$ cat config.mk
export PLATFORM = sky130hd
export DESIGN_NAME = motion_sequencer
export DESIGN_NICKNAME = d
export VERILOG_FILES = /design/src/rtl/motion_sequencer.sv
export SDC_FILE = /design/constraint.sdc
export NUM_CORES = 1
export LEC_CHECK = 0
export ABC_CLOCK_PERIOD_IN_PS = 10280
export CAP_MARGIN = 20
export CORE_MARGIN = 5
export CORE_UTILIZATION = 50
export DETAILED_ROUTE_END_ITERATION = 16
export PLACE_DENSITY = 0.72
export SYNTH_ARGS = -nofsm -noshare
export SYNTH_HDL_FRONTEND = slang
export SYNTH_SLANG_ARGS = --single-unit
$ cat constraint.sdc
create_clock -name sys_clk -period 10.28 [get_ports sys_clk]
set_clock_uncertainty 0.1 [all_clocks]
set_input_delay 2.57 -clock sys_clk [delete_from_list [all_inputs] [get_ports sys_clk]]
set_output_delay 2.57 -clock sys_clk [all_outputs]
set_load 0.05 [all_outputs]
$ cat src/rtl/motion_sequencer.sv
// Waypoint scheduler: queues target positions with dwell times, drives the position
// controller, supervises each move with a timeout. Optional MOTION_SEQ_LOOP_EN adds loop_mode.
module motion_sequencer #(
  parameter int clk_freq_hz     = 27_000_000,
  parameter int counter_width   = 32,
  parameter int depth           = 4,
  parameter int dwell_width     = 16,
  parameter int move_timeout_ms = 2000
) (
  input  logic                         sys_clk,
  input  logic                         reset_n,
  input  logic                         wp_valid,
  output logic                         wp_ready,
  input  logic [counter_width-1:0]     wp_position,
  input  logic [dwell_width-1:0]       wp_dwell_ms,
  input  logic                         start,
  input  logic                         abort,
  input  logic [counter_width-1:0]     encoder_position,
  output logic                         pc_enable,
  output logic [counter_width-1:0]     pc_target,
  output logic                         busy,
  output logic                         done,
  output logic                         fault,
  output logic [$clog2(depth+1)-1:0]   queue_count,
`ifdef MOTION_SEQ_LOOP_EN
  input  logic                         loop_mode,
`endif
  output logic [1:0]                   dbg_state
);

  localparam int TICK = clk_freq_hz / 1000;
  localparam int PW   = (TICK > 1) ? $clog2(TICK) : 1;
  localparam int TW   = $clog2(move_timeout_ms + 1);
  localparam int MW   = (dwell_width > TW) ? dwell_width : TW;
  localparam int AW   = $clog2(depth);
  localparam int CW   = $clog2(depth + 1);
  localparam int EW   = counter_width + dwell_width;

  typedef enum logic [1:0] {IDLE = 2'd0, MOVE = 2'd1, DWELL = 2'd2, FAULT = 2'd3} state_t;

  state_t                   state;
  logic [EW-1:0]            mem [depth];
  logic [AW-1:0]            rd_ptr, wr_ptr;
  logic [CW-1:0]            count;
  logic [PW-1:0]            presc;
  logic [MW-1:0]            ms_cnt, ms_next;
  logic [dwell_width-1:0]   dwell_reg;
  logic [EW-1:0]            head;
  logic                     ms_tick, arrive, timeout_hit, dwell_exit;
  logic                     pop, repush, push_ok, loop_on;

`ifdef MOTION_SEQ_LOOP_EN
  assign loop_on  = loop_mode;
  assign wp_ready = (count < CW'(depth)) & ~busy;
`else
  assign loop_on  = 1'b0;
  assign wp_ready = count < CW'(depth);
`endif

  assign queue_count = count;
  assign dbg_state   = state;
  assign head        = mem[rd_ptr];

  always_comb begin
    ms_tick     = (presc == PW'(TICK - 1));
    ms_next     = ms_cnt + MW'(1);
    arrive      = (encoder_position == pc_target);
    timeout_hit = ms_tick && (ms_next == MW'(move_timeout_ms));
    // A zero dwell leaves after the single entry cycle; otherwise leave on the tick
    // that would make the ms counter equal the dwell.
    dwell_exit  = (dwell_reg == '0) || (ms_tick && (ms_next == MW'(dwell_reg)));
    pop         = !abort && (count != '0) &&
                  (((state == IDLE) && start) || ((state == DWELL) && dwell_exit));
    repush      = pop & loop_on;
    push_ok     = wp_valid & wp_ready & ~abort & ~repush;
  end

  // Queue storage needs no reset: validity is tracked entirely by count.
  always_ff @(posedge sys_clk) begin
    if (push_ok)     mem[wr_ptr] <= {wp_position, wp_dwell_ms};
    else if (repush) mem[wr_ptr] <= head;
  end

  always_ff @(posedge sys_clk or negedge reset_n) begin
    if (!reset_n) begin
      rd_ptr <= '0;
      wr_ptr <= '0;
      count  <= '0;
    end else if (abort) begin
      rd_ptr <= '0;
      wr_ptr <= '0;
      count  <= '0;
    end else begin
      if (push_ok || repush) wr_ptr <= wr_ptr + AW'(1);
      if (pop)               rd_ptr <= rd_ptr + AW'(1);
      case ({push_ok, pop})
        2'b10:   count <= count + CW'(1);
        2'b01:   count <= repush ? count : count - CW'(1);
        default: count <= count;
      endcase
    end
  end

  always_ff @(posedge sys_clk or negedge reset_n) begin
    if (!reset_n) begin
      state     <= IDLE;
      pc_enable <= 1'b0;
      pc_target <= '0;
      busy      <= 1'b0;
      done      <= 1'b0;
      fault     <= 1'b0;
      dwell_reg <= '0;
      presc     <= '0;
      ms_cnt    <= '0;
    end else begin
      done <= 1'b0;
      if (ms_tick) begin
        presc  <= '0;
        ms_cnt <= ms_next;
      end else begin
        presc  <= presc + PW'(1);
      end
      if (abort) begin
        state     <= IDLE;
        pc_enable <= 1'b0;
        busy      <= 1'b0;
        fault     <= 1'b0;
        presc     <= '0;
        ms_cnt    <= '0;
      end else begin
        case (state)
          IDLE: if (pop) begin
            state     <= MOVE;
            pc_target <= head[EW-1:dwell_width];
            dwell_reg <= head[dwell_width-1:0];
            pc_enable <= 1'b1;
            busy      <= 1'b1;
            presc     <= '0;
            ms_cnt    <= '0;
          end
          MOVE: if (arrive) begin
            state  <= DWELL;
            presc  <= '0;
            ms_cnt <= '0;
          end else if (timeout_hit) begin
            state     <= FAULT;
            fault     <= 1'b1;
            pc_enable <= 1'b0;
            busy      <= 1'b0;
            presc     <= '0;
            ms_cnt    <= '0;
          end
          DWELL: if (dwell_exit) begin
            presc  <= '0;
            ms_cnt <= '0;
            if (pop) begin
              state     <= MOVE;
              pc_target <= head[EW-1:dwell_width];
              dwell_reg <= head[dwell_width-1:0];
            end else begin
              state     <= IDLE;
              pc_enable <= 1'b0;
              busy      <= 1'b0;
              done      <= ~loop_on;
            end
          end
          default: ;
        endcase
      end
    end
  end

endmodule

## Yosys cells after proc, flatten, opt, wreduce, memory -nomap -nowiden

Memory sizes are Yosys's and may differ from the RTL's.
Cells that the tools add are included.

| cells by class | value |
|---|---|
| mux-type cells | 50 |
| equality and inequality tests | 16 |
| magnitude comparators | 1 |
| $add $sub $neg | 6 |
| reduce and logical (&&, ||, !) cells | 23 |
| bitwise logic cells | 3 |

Operators by type and width:

| kind | count |
|---|---|
| 16-bit 2-to-1 mux | 8 |
| 15-bit 2-to-1 mux | 6 |
| 32-bit 2-to-1 mux | 2 |
| 32-bit one-hot mux with 2 select lines | 1 |
| 16-bit one-hot mux with 3 select lines | 1 |
| 15-bit one-hot mux with 3 select lines | 1 |
| 32-bit == test | 1 |
| 16-bit one-hot mux with 2 select lines | 1 |
| 2-bit 2-to-1 mux | 9 |
| 1-bit 2-to-1 mux | 17 |
| 16-bit by 1-bit adder with 16-bit output (second input constant) | 1 |
| 16-bit by 11-bit == test with 1-bit output (second input constant) | 1 |
| 16-bit == test | 1 |
| 16-bit zero test | 1 |
| 15-bit by 1-bit adder with 15-bit output (second input constant) | 1 |
| 15-bit == test (second input constant) | 1 |
| 3-bit != test (second input constant) | 5 |
| 2-bit nonzero test | 5 |
| 1-bit logical AND | 6 |
| 2-bit one-hot mux with 3 select lines | 1 |
| 3-bit one-hot mux with 2 select lines | 1 |
| 3-bit AND reduction | 2 |
| 6-bit AND reduction | 1 |
| 3-bit nonzero test | 2 |
| 17 further kinds | 23 |

| word-level totals | value |
|---|---|
| output and inout bits | 42 |
| flip-flop bits (word level) | 91 |
| RAM bits | 192 |
| word-level logic and storage cells | 111 |
| input port bits | 85 |
| memories kept | 1 |

Memory list:

| name | depth | bits a word | rd ports | clocked after memory_dff | write ports | RTL line | source |
|---|---|---|---|---|---|---|---|
| mem | 4 | 48 | 1 | 0 | 1 | 42 | `logic [EW-1:0] mem [depth];` |

## Depth between registers and ports, before layout

Gate-level depths: netlist (run 1).

| logic depth | value |
|---|---|
| word-level depth | 11 |
| gate-level depth with buffers | 15 |
| mapped depth without buffers | 12 |

## Worst setup path after synthesis (run 1)

Ideal clock, no wire load.

| path | value |
|---|---|
| path type | input to register |
| from | input port wp_valid |
| to | memory mem[0][0] (netlist name), enable pin |
| stages on the path | 3 |
| library setup time | 0.411 ns |
| required time | 9.769 ns |
| buffers on the path | 1 |
| setup slack | 5.519 ns |
| arrival | 4.251 ns |
| path through | nor2b_1 > buf_1 > and3_1 |

| on the way | value |
|---|---|
| word-level cells in the longest chain between the ends | 4 |

Ends and longest elaborated chain:

| item | RTL line | source |
|---|---|---|
| from (decl) | 12 | `input logic wp_valid,` |
| 1-bit AND (2 in a row) | 75 | `push_ok = wp_valid & wp_ready & ~abort & ~repush;` |
| 1-bit 2-to-1 mux | 80 | `if (push_ok) mem[wr_ptr] <= {wp_position, wp_dwell_ms};` |
| 1-bit 2-to-1 mux (implied by the code) | 80 |  |
| to (decl) | 42 |  |

No other way between the ends.

## Final worst setup path (run 1)

| path | value |
|---|---|
| from | input port encoder_position[31] |
| to | register presc[10] |

| on the way | value |
|---|---|
| word-level cells in the longest chain between the ends | 4 |

Ends and longest elaborated chain:

| item | RTL line | source |
|---|---|---|
| from (decl) | 18 | `input logic [counter_width-1:0] encoder_position,` |
| 32-bit == test | 67 | `arrive = (encoder_position == pc_target);` |
| 15-bit 2-to-1 mux | 141 | `MOVE: if (arrive) begin` |
| 15-bit one-hot mux with 3 select lines | 131 | `case (state)` |
| 15-bit 2-to-1 mux | 123 | `if (abort) begin` |
| to (signal assigned) | 121 | `presc <= presc + PW'(1);` |
| to (decl) | 45 | `logic [PW-1:0] presc;` |

No other way between the ends.
A chain may end at the register's enable or synchronous reset.

==> results.yml, run 1 <==
run_status:
  status: "complete, no violations"
layout:
  finish.utilization_pct: 61.2
  area_growth_pct: 20.6
  largest_reg_flops: 192
  design_area_um2: 14800
  diodes: 0
  nets: 990
  top_regs: "mem (192), pc_target (32)"
  drive_above_1_share_pct: 18.8
  top_register: "mem"
detailed_routing:
  first_iter_violations: 461
  ant_nets: 0
  wirelength_um: 24800
  dr_total_vias: 6857
  vias_per_cell: 5.53
  dr.pass1.iters: 5
  drc: 0
  avgRoutedWirePerCell_um: 20.0
synth:
  synth_xor_xnor_area_share_pct: 6.04
  syn_nets: 866
  yosysSeqAreaShare_pct: 65.4
  synth_edf_count: 192
  ys.flop_type: "edfxtp_1"
  synth_top_area_share_pct: 46.9
  syn_area_per_cell_um2: 16.0
  synthMuxAreaShare_pct: 14.4
  synth-async-reset-ratio_pct: 32.2
  yosys_warnings: 0
  synth_top_family_by_area: "multiplexers"
  synth_area_leaders: "edfxtp_1 47%, dfrtp_1 19%, mux4_2 8.8%, xnor2_1 4.1%, mux2_2 2.8%"
  synth-simple-area-share_pct: 8.34
  synth_compound_area_share_pct: 2.37
  synthAdderAreaFrac_pct: 1.38
  ys_ff_latch: 283
  synth_cell_types: 63
  syn_inst: 768
  netlist_area_um2: 12300
  synth_top_area_cell: "edfxtp_1"
global_routing:
  grt_max_degree: 52
  grt_overflow: 0
  antenna_found_initial: 0
  grt_pass1_wl_um: 40200
  grt_pass1_vias: 7157
  grt.total_usage_pct: 18.0
worst_setup_path:
  cp_common_cell: "nand2_1"
  start_kind: "input pin"
  crit_slowest_cell: "a311o_1"
  cp.buffers_inverters: 1
  end_kind: "flip-flop"
  cp.required_ns: 10.58
  slowest_delay_ns: 0.59
  path_delay_family: "simple AND/OR/NAND/NOR gates"
  worstSetupPathType: "input pin to flip-flop"
  path_cells: "clkdlybuf4s50_1 > xnor2_1 > nand4_1 > nor4_1 > nand2_1 > nand2_1 > a311o_1 > nor2_1"
  worstPathMaxFanout: 15
  crit_arrival_ns: 5.24
floorplanning:
  io_pins: 127
  core_area_um2: 24200
  row_count: 57
  die_w_um: 167
  chipHeight_um: 167
  start_util_pct: 50.7
  die_area_um2: 27800
cts:
  postCtsHoldBufs: 0
  clock_latency_ns: 0.56
  cts_made_buffers: 29
  cts-resized-gates: 0
  cts_sinks: 283
  cts-root-buf: "clkbuf_16"
  postCtsSetupBuffers: 0
  cts_tree: "built"
  clockBufferDepth: 3
  h-tree-depth: 1
  path_clk_slew_ns: 0.06
timing:
  setup_tns_ns: 0
  relSlewSlack_pct: 43.4
  post-route-min-period_ns: 4.94
  fin_crit_sh_pct: 48.1
  fmaxAchievable_mhz: 202
  setup_viol: 0
  drv_slew: 0
  worst_pin_slew_ns: 0.849
  finalHoldViolCount: 0
  rsz0062_at_grt: "no"
place:
  dp_hpwl_um: 15300
  place.port_buffers: 126
  place.gp.congestion: 0.834
  placed_area_um2: 13800
min_path:
  hold_class: "flip-flop to flip-flop"
power_and_ir_drop:
  power_density_nw_per_um2: 234
  p_leak_nw: 5.23
  peakVddDrop_mv: 0.197
flow_run:
  timing.max_cap.violations: 0
-- final cells by class --
| cell class | instances | area [µm²] |
|---|---|---|
| Sequential cell | 283 | 8050 |
| Clock inverter | 15 | 169 |
| Inverter | 14 | 52.6 |
| Timing Repair Buffer | 135 | 1350 |
| Clock buffer | 39 | 803 |
| Fill cell | 1823 | 9420 |
| Multi-Input combinational cell | 429 | 4000 |
| Tap cell | 324 | 405 |
-- cell usage in the layout, fill, tap and decap left out, types with 24 or more instances in the layout --
cell type	netlist	routed
mux2_2	31	31
xnor2_1	58	58
edfxtp_1	192	192
nor2_1	50	50
clkdlybuf4s50_1	0	125
clkbuf_16	0	29
nand2_1	29	29
dfrtp_1	91	89
mux4_2	48	48
xor2_1	24	24
-- stage by stage --
stage	setup slack [ns]	hold slack [ns]	total power, mW	instances
3_5_place_dp	4.85	0.386	2.44	1184
4_1_cts	5.33	0.394	3.50	1238
5_1_grt	5.22	0.428	3.63	1239
3_3_place_gp	4.93	0.370	2.43	1184
2_1_floorplan	5.52	0.355	2.13	768
6_report	5.34	0.390	3.47	1239
-- layer usage --
layer  GRT usage [%]  share of wire, %
met3            3.72               6.3
met5               0                 0
met1            25.0                43
met2            29.9                49
met4            3.49               1.5
-- final timing paths --
path	startpoint	endpoint	slack [ns]	cells after the start
setup / recovery	encoder_position[31]	presc[10]	5.34	8
hold / removal	presc[0]	presc[0]	0.39	1
setup reg to reg	ms_cnt[4]	queue_count[1]	5.85	10
hold reg to reg	presc[0]	presc[0]	0.39	1
max in group asynchronous	reset_n	rd_ptr[0]	6.94	2
min in group asynchronous	reset_n	ms_cnt[3]	1.89	1
-- power breakdown --
part,leakage (nW),switching (mW),internal (mW),total (mW)
Combinational,1.85,0.509,0.414,0.923
Sequential,2.91,0.136,1.36,1.49
Clock,0.470,0.428,0.625,1.05
Total,5.23,1.07,2.40,3.47
-- logic make-up (layout without fill, tap and decap cells) --
group	Yosys count	count (layout)
simple gates	190	190
fa+ha+maj	13	13
xor+xnor	83	83
flops	283	283
mux	103	103
compound gates	40	40
buf+inv	56	203
-- cell usage after synthesis (2+ instances only) --
cell type	instances
and2_1	6
a31oi_1	3
mux4_2	48
edfxtp_1	192
nand4_1	20
o21ai_0	4
inv_1	14
and4_1	3
nor4_1	9
buf_1	5
nand2_1	29
o22ai_1	2
nand2b_1	3
mux2_2	31
o31ai_1	2
ha_1	12
buf_2	12
dfrtp_1	91
a21oi_1	9
nand3_1	23
nor3_1	9
mux2_4	20
o211ai_1	3
or4_1	3
a211o_1	2
mux2i_1	4
nor2b_1	3
or3_1	2
clkbuf_1	20
nor3b_1	3
xnor2_1	58
nor2_1	50
xor2_1	24
buf_6	3
o2111ai_1	3
and3_1	11
nand4b_1	6
No activity file was read; power rests on OpenSTA's default activity.
==> inputs of run 2 (changes only) <==
Settings changed: ABC_CLOCK_PERIOD_IN_PS 10280 to 4250, PLACE_DENSITY 0.72 to 0.74.
Clock period 10.28 ns to 4.25 ns, I/O delays scaled along.
==> run 2 against run 1 <==
Against the previous run:
- sequential cell count unchanged
- routed wire length rose by 2.6%
- clock power increased by 150%
- combinational power is 140% higher
- largest power group unchanged
- critical endpoint is now queue_count[1]
- worst hold slack gained 0.017 ns
- sequential power is 150% higher
- register-to-register slack got worse by 5.4 ns
- non-clock buffer count grew 11
- die area is the same
==> results.yml, run 2 (synthesis results as in run 1) <==
worst_setup_path:
  crit_arrival_ns: 4.11
  path_delay_family: "simple AND/OR/NAND/NOR gates"
  crit_slowest_cell: "or4_1"
  cp_common_cell: "or4_1"
  slowest_delay_ns: 0.68
  worstSetupPathType: "flip-flop to flip-flop"
  cp.buffers_inverters: 1
  start_kind: "flip-flop"
  path_cells: "ha_1 > nand3_1 > o211ai_1 > nand4b_1 > or4_1 > or4_1 > a21oi_4 > and2_1 > fa_1 > inv_1 > o31ai_2"
  end_kind: "flip-flop"
  worstPathMaxFanout: 10
  cp.required_ns: 4.56
  r2r_setup_slack_ns: 0.45
timing:
  worst_pin_slew_ns: 0.825
  relSlewSlack_pct: 45.0
  rsz0062_at_grt: "no"
  drv_slew: 0
  setup_viol: 0
  finalHoldViolCount: 0
  fmaxAchievable_mhz: 263
  setup_ws_ns: 0.453
  fin_crit_sh_pct: 89.3
  setup_tns_ns: 0
  post-route-min-period_ns: 3.80
floorplanning:
  core_area_um2: 24200
  io_pins: 127
  start_util_pct: 50.7
  chipHeight_um: 167
  row_count: 57
  die_w_um: 167
  die_area_um2: 27800
cts:
  postCtsSetupBuffers: 0
  clock_latency_ns: 0.55
  cts_tree: "built"
  h-tree-depth: 1
  clockBufferDepth: 3
  cts-root-buf: "clkbuf_16"
  postCtsHoldBufs: 0
  cts_made_buffers: 29
  path_clk_slew_ns: 0.07
  cts_sinks: 283
  cts-resized-gates: 0
detailed_routing:
  avgRoutedWirePerCell_um: 20.3
  vias_per_cell: 5.56
  dr_total_vias: 6949
  ant_nets: 0
  dr.pass1.iters: 4
  drc: 0
  first_iter_violations: 370
  wirelength_um: 25400
power_and_ir_drop:
  peakVddDrop_mv: 0.434
  p_switching_mw: 2.64
  combPwrFrac_pct: 26.1
  p_leak_nw: 5.32
  pwr-share-clk_pct: 30.8
  sw_frac_of_total_pct: 31.1
  p_int_mw: 5.87
  power_density_nw_per_um2: 569
  totalPowerFinal_mw: 8.51
  seqPwrFrac_pct: 43.1
global_routing:
  grt_overflow: 0
  grt.total_usage_pct: 18.2
  grt_max_degree: 54
  antenna_found_initial: 0
  grt_pass1_wl_um: 40500
  grt_pass1_vias: 7389
layout:
  diodes: 0
  top_regs: "mem (192), pc_target (32)"
  largest_reg_flops: 192
  top_register: "mem"
  mostFrequentLayoutCell: "edfxtp_1"
  fin_cells: 1250
  final_cell_mix: "192 x edfxtp_1, 125 x clkdlybuf4s50_1, 89 x dfrtp_1, 58 x xnor2_1, 50 x nor2_1"
  nets: 1001
  area_growth_pct: 21.8
  drive_above_1_share_pct: 19.9
flow_run:
  timing.max_cap.violations: 0
run_status:
  status: "complete, no violations"
place:
  pre_cts_slack_ns: 0.225
  place.port_buffers: 126
  place.gp.congestion: 0.865
  dp_cells: 1196
  dp_hpwl_um: 17000
min_path:
  hold_class: "flip-flop to flip-flop"
run 2: cell types whose count changed in the layout (fill, tap and decap cells not counted), moves of 3 or more:
cell        change
clkbuf_8        -4
inv_6           +4
buf_12          +5
clkinv_1        -3
clkinvlp_4      -3
clkinv_4        +4
buf_4           +7
run 2: final timing paths:
check                          start        endpoint  depth (start not counted)
min reg2reg                 presc[0]        presc[0]                          1
max                        ms_cnt[0]  queue_count[1]                         11
min in group asynchronous    reset_n       ms_cnt[6]                          1
max in group asynchronous    reset_n   pc_target[20]                          2
min                         presc[0]        presc[0]                          1
max reg2reg                ms_cnt[0]  queue_count[1]                         11
run 2: cell type report:
type | instances | area (µm²)
Clock inverter | 17 | 240
Timing Repair Buffer | 146 | 1470
Sequential cell | 283 | 8050
Tap cell | 324 | 405
Fill cell | 1856 | 9270
Inverter | 14 | 52.6
Multi-Input combinational cell | 429 | 4000
Clock buffer | 37 | 756
run 2: through the flow:
step / util [%] / instance area [µm²] / hold slack (ns)
detailed placement: 57.7 / 14000 / 0.383
floorplan: - / 12300 / 0.355
finish: 61.8 / 15000 / 0.408
global placement: 57.7 / 14000 / 0.368
CTS: 61.8 / 15000 / 0.407
global route: 61.8 / 15000 / 0.423
run 2: per-layer routing:
metal | up-vias | global-route usage, % | wire, µm
met5 | - | 0 | 0
met4 | 0 | 3.81 | 433
met3 | 38 | 3.84 | 1500
met2 | 185 | 31.6 | 12800
met1 | 3538 | 24.0 | 10600
li1 | 3188 | - | -
run 2: power by group through the flow:
stage	Clock (mW)	Combinational, mW	Sequential [mW]
after floorplan	0	0.982	4.16
after global placement	0	2.21	3.72
after detailed placement	0	2.23	3.73
after CTS	2.68	2.25	3.68
after global routing	2.81	2.35	3.73
final	2.62	2.22	3.67
==> inputs of run 3 (changes only) <==
Settings changed: ABC_AREA set to 1.
==> run 3 against run 2 <==
Against the previous run:
- cell count increased by 34%
- die area increased by 2.8%
- worst hold slack got worse by 0.026 ns
- synthesized cell count increased by 56%
- sequential cell count unchanged
- register-to-register slack improved by 0.55 ns
- largest cell class unchanged
==> results.yml, run 3 <==
run_status:
  status: "complete, no violations"
synth:
  netlist_area_um2: 12700
  ys.flop_type: "edfxtp_1"
  synth_top_area_share_pct: 45.6
  synth_top_family_by_area: "simple AND/OR/NAND/NOR gates"
  syn_nets: 1295
  synth_top_cells_by_count: "251 x nand2_1, 192 x edfxtp_1, 102 x nor2_1, 94 x inv_1, 93 x o21ai_0"
  synth-simple-area-share_pct: 18.0
  syn_area_per_cell_um2: 10.6
  synth-async-reset-ratio_pct: 32.2
  ys_ff_latch: 283
  synth_area_leaders: "edfxtp_1 46%, dfrtp_1 18%, nand2_1 7.4%, o21ai_0 3.7%, nor2_1 3.0%"
  synthMuxAreaShare_pct: 0
  synth_compound_area_share_pct: 9.40
  synth_edf_count: 192
  yosys_warnings: 0
  syn_inst: 1197
  synth_xor_xnor_area_share_pct: 2.61
  yosysSeqAreaShare_pct: 63.6
  synth_top_area_cell: "edfxtp_1"
  synthAdderAreaFrac_pct: 1.34
  yosysMostFrequentCell: "nand2_1"
  synth_cell_types: 36
global_routing:
  grt_overflow: 0
  grt.total_usage_pct: 21.1
  grt_pass1_wl_um: 48400
  grt_max_degree: 97
  antenna_found_initial: 0
  grt_pass1_vias: 9123
floorplanning:
  die_w_um: 169
  die_area_um2: 28600
  start_util_pct: 50.5
  io_pins: 127
  chipHeight_um: 169
  row_count: 58
  core_area_um2: 25000
worst_setup_path:
  worstSetupPathType: "flip-flop to flip-flop"
  cp.required_ns: 4.61
  end_kind: "flip-flop"
  start_kind: "flip-flop"
  startpoint: "ms_cnt[1]"
  crit_arrival_ns: 3.61
  worstPathMaxFanout: 26
  reg2reg_from: "ms_cnt[1]"
timing:
  rsz0062_at_grt: "no"
  post-route-min-period_ns: 3.24
  drv_slew: 0
  fmaxAchievable_mhz: 308
  finalHoldViolCount: 0
  setup_viol: 0
  setup_ws_ns: 1.01
  relSlewSlack_pct: 34.0
  worst_pin_slew_ns: 0.991
  setup_tns_ns: 0
  fin_hold_ws_ns: 0.381
  fin_crit_sh_pct: 76.3
min_path:
  hold_class: "flip-flop to flip-flop"
  min_from: "presc[0]"
layout:
  top_register: "mem"
  final_cell_mix: "251 x nand2_1, 192 x edfxtp_1, 125 x clkdlybuf4s50_1, 98 x nor2_1, 94 x inv_1"
  area_growth_pct: 20.9
  nets: 1419
  diodes: 0
  mostFrequentLayoutCell: "nand2_1"
  drive_above_1_share_pct: 9.08
  largest_reg_flops: 192
  top_regs: "mem (192), pc_target (32)"
  fin_cells: 1674
  fillCellCount: 1998
cts:
  postCtsHoldBufs: 0
  clock_latency_ns: 0.56
  clockBufferDepth: 3
  path_clk_slew_ns: 0.06
  cts_made_buffers: 29
  cts-resized-gates: 0
  cts-root-buf: "clkbuf_16"
  cts_tree: "built"
  cts_sinks: 283
  postCtsSetupBuffers: 0
  h-tree-depth: 1
detailed_routing:
  vias_per_cell: 5.46
  wirelength_um: 30100
  avgRoutedWirePerCell_um: 18.0
  dr_total_vias: 9132
  ant_nets: 0
  dr.pass1.iters: 5
  drc: 0
  first_iter_violations: 888
power_and_ir_drop:
  p_leak_nw: 5.88
  totalPowerFinal_mw: 9.01
  peakVddDrop_mv: 0.460
  power_density_nw_per_um2: 589
place:
  place.gp.congestion: 0.864
  place.port_buffers: 126
  dp_cells: 1620
  pre_cts_slack_ns: 0.811
  dp_hpwl_um: 20200
flow_run:
  timing.max_cap.violations: 0
run 3: changes by cell type in the layout (fill, tap and decap cells not counted), sizes merged, moves of 17 or more:
cell and delta:
a32o +23, o21ai +122, nand3 +55, a21oi +17
o22ai +23, inv +90, nor2 +56, mux2 -51
nand2 +229, xnor2 -33, mux4 -48
run 3: worst max-delay path, cell delays in order (launching register included):
cell and delay (ns):
dfrtp_1 0.45, ha_1 0.28, nand2_1 0.14, nor2_4 0.23, nand4_1 0.16, nand2_1 0.21, nand2_1 0.07, nand2_1 0.06
nand2_1 0.08, nor2_1 0.12, nand3_1 0.13, nand2_1 0.10, nand2_2 0.07, nand2_4 0.09, nand3_4 0.10, inv_2 0.35
buf_12 0.23, nand2_1 0.07, o21ai_1 0.09
run 3: logic make-up after synthesis:
logic type / after synthesis
adder cells (fa/ha/maj): 13
AO/OA/AOI/OAI: 206
buffers and inverters: 156
flip-flops: 283
XOR/XNOR: 36
AND/OR/NAND/NOR: 503
run 3: where the power goes:
| part | switching, mW | internal (mW) |
|---|---|---|
| combinational | 1.85 | 0.936 |
| sequential | 0.272 | 3.33 |
| clock | 1.08 | 1.54 |
run 3: path summary, 6_finish.rpt:
kind                       cells after the start  slack (ns)             to
setup / recovery                              18        1.01  pc_target[10]
hold / removal                                 1        0.38       presc[0]
setup reg to reg                              18        1.01  pc_target[10]
hold reg to reg                                1        0.38       presc[0]
max in group asynchronous                      2        2.76      presc[10]
min in group asynchronous                      1        0.43  pc_target[16]
run 3: layout make-up:
type	instances	area, µm²	area share [%]
Multi-Input combinational cell	758	4000	26.2
Clock inverter	20	231	1.51
Tap cell	330	413	2.70
Inverter	107	402	2.63
Clock buffer	34	764	5.00
Timing Repair Buffer	142	1440	9.42
Sequential cell	283	8040	52.6
run 3: through the flow:
step,cell area [µm²],utilization [%]
2_1_floorplan,12700,-
3_3_place_gp,14300,57.1
3_5_place_dp,14300,57.1
4_1_cts,15300,61.1
5_1_grt,15300,61.1
6_report,15300,61.1
run 3: metal layers:
layer	vias to the layer above	wire length (µm)	track usage (%)
li1	4369	-	-
met1	4402	12300	27.8
met2	310	15000	36.0
met3	51	2050	3.88
met4	0	746	6.20
met5	-	0	0
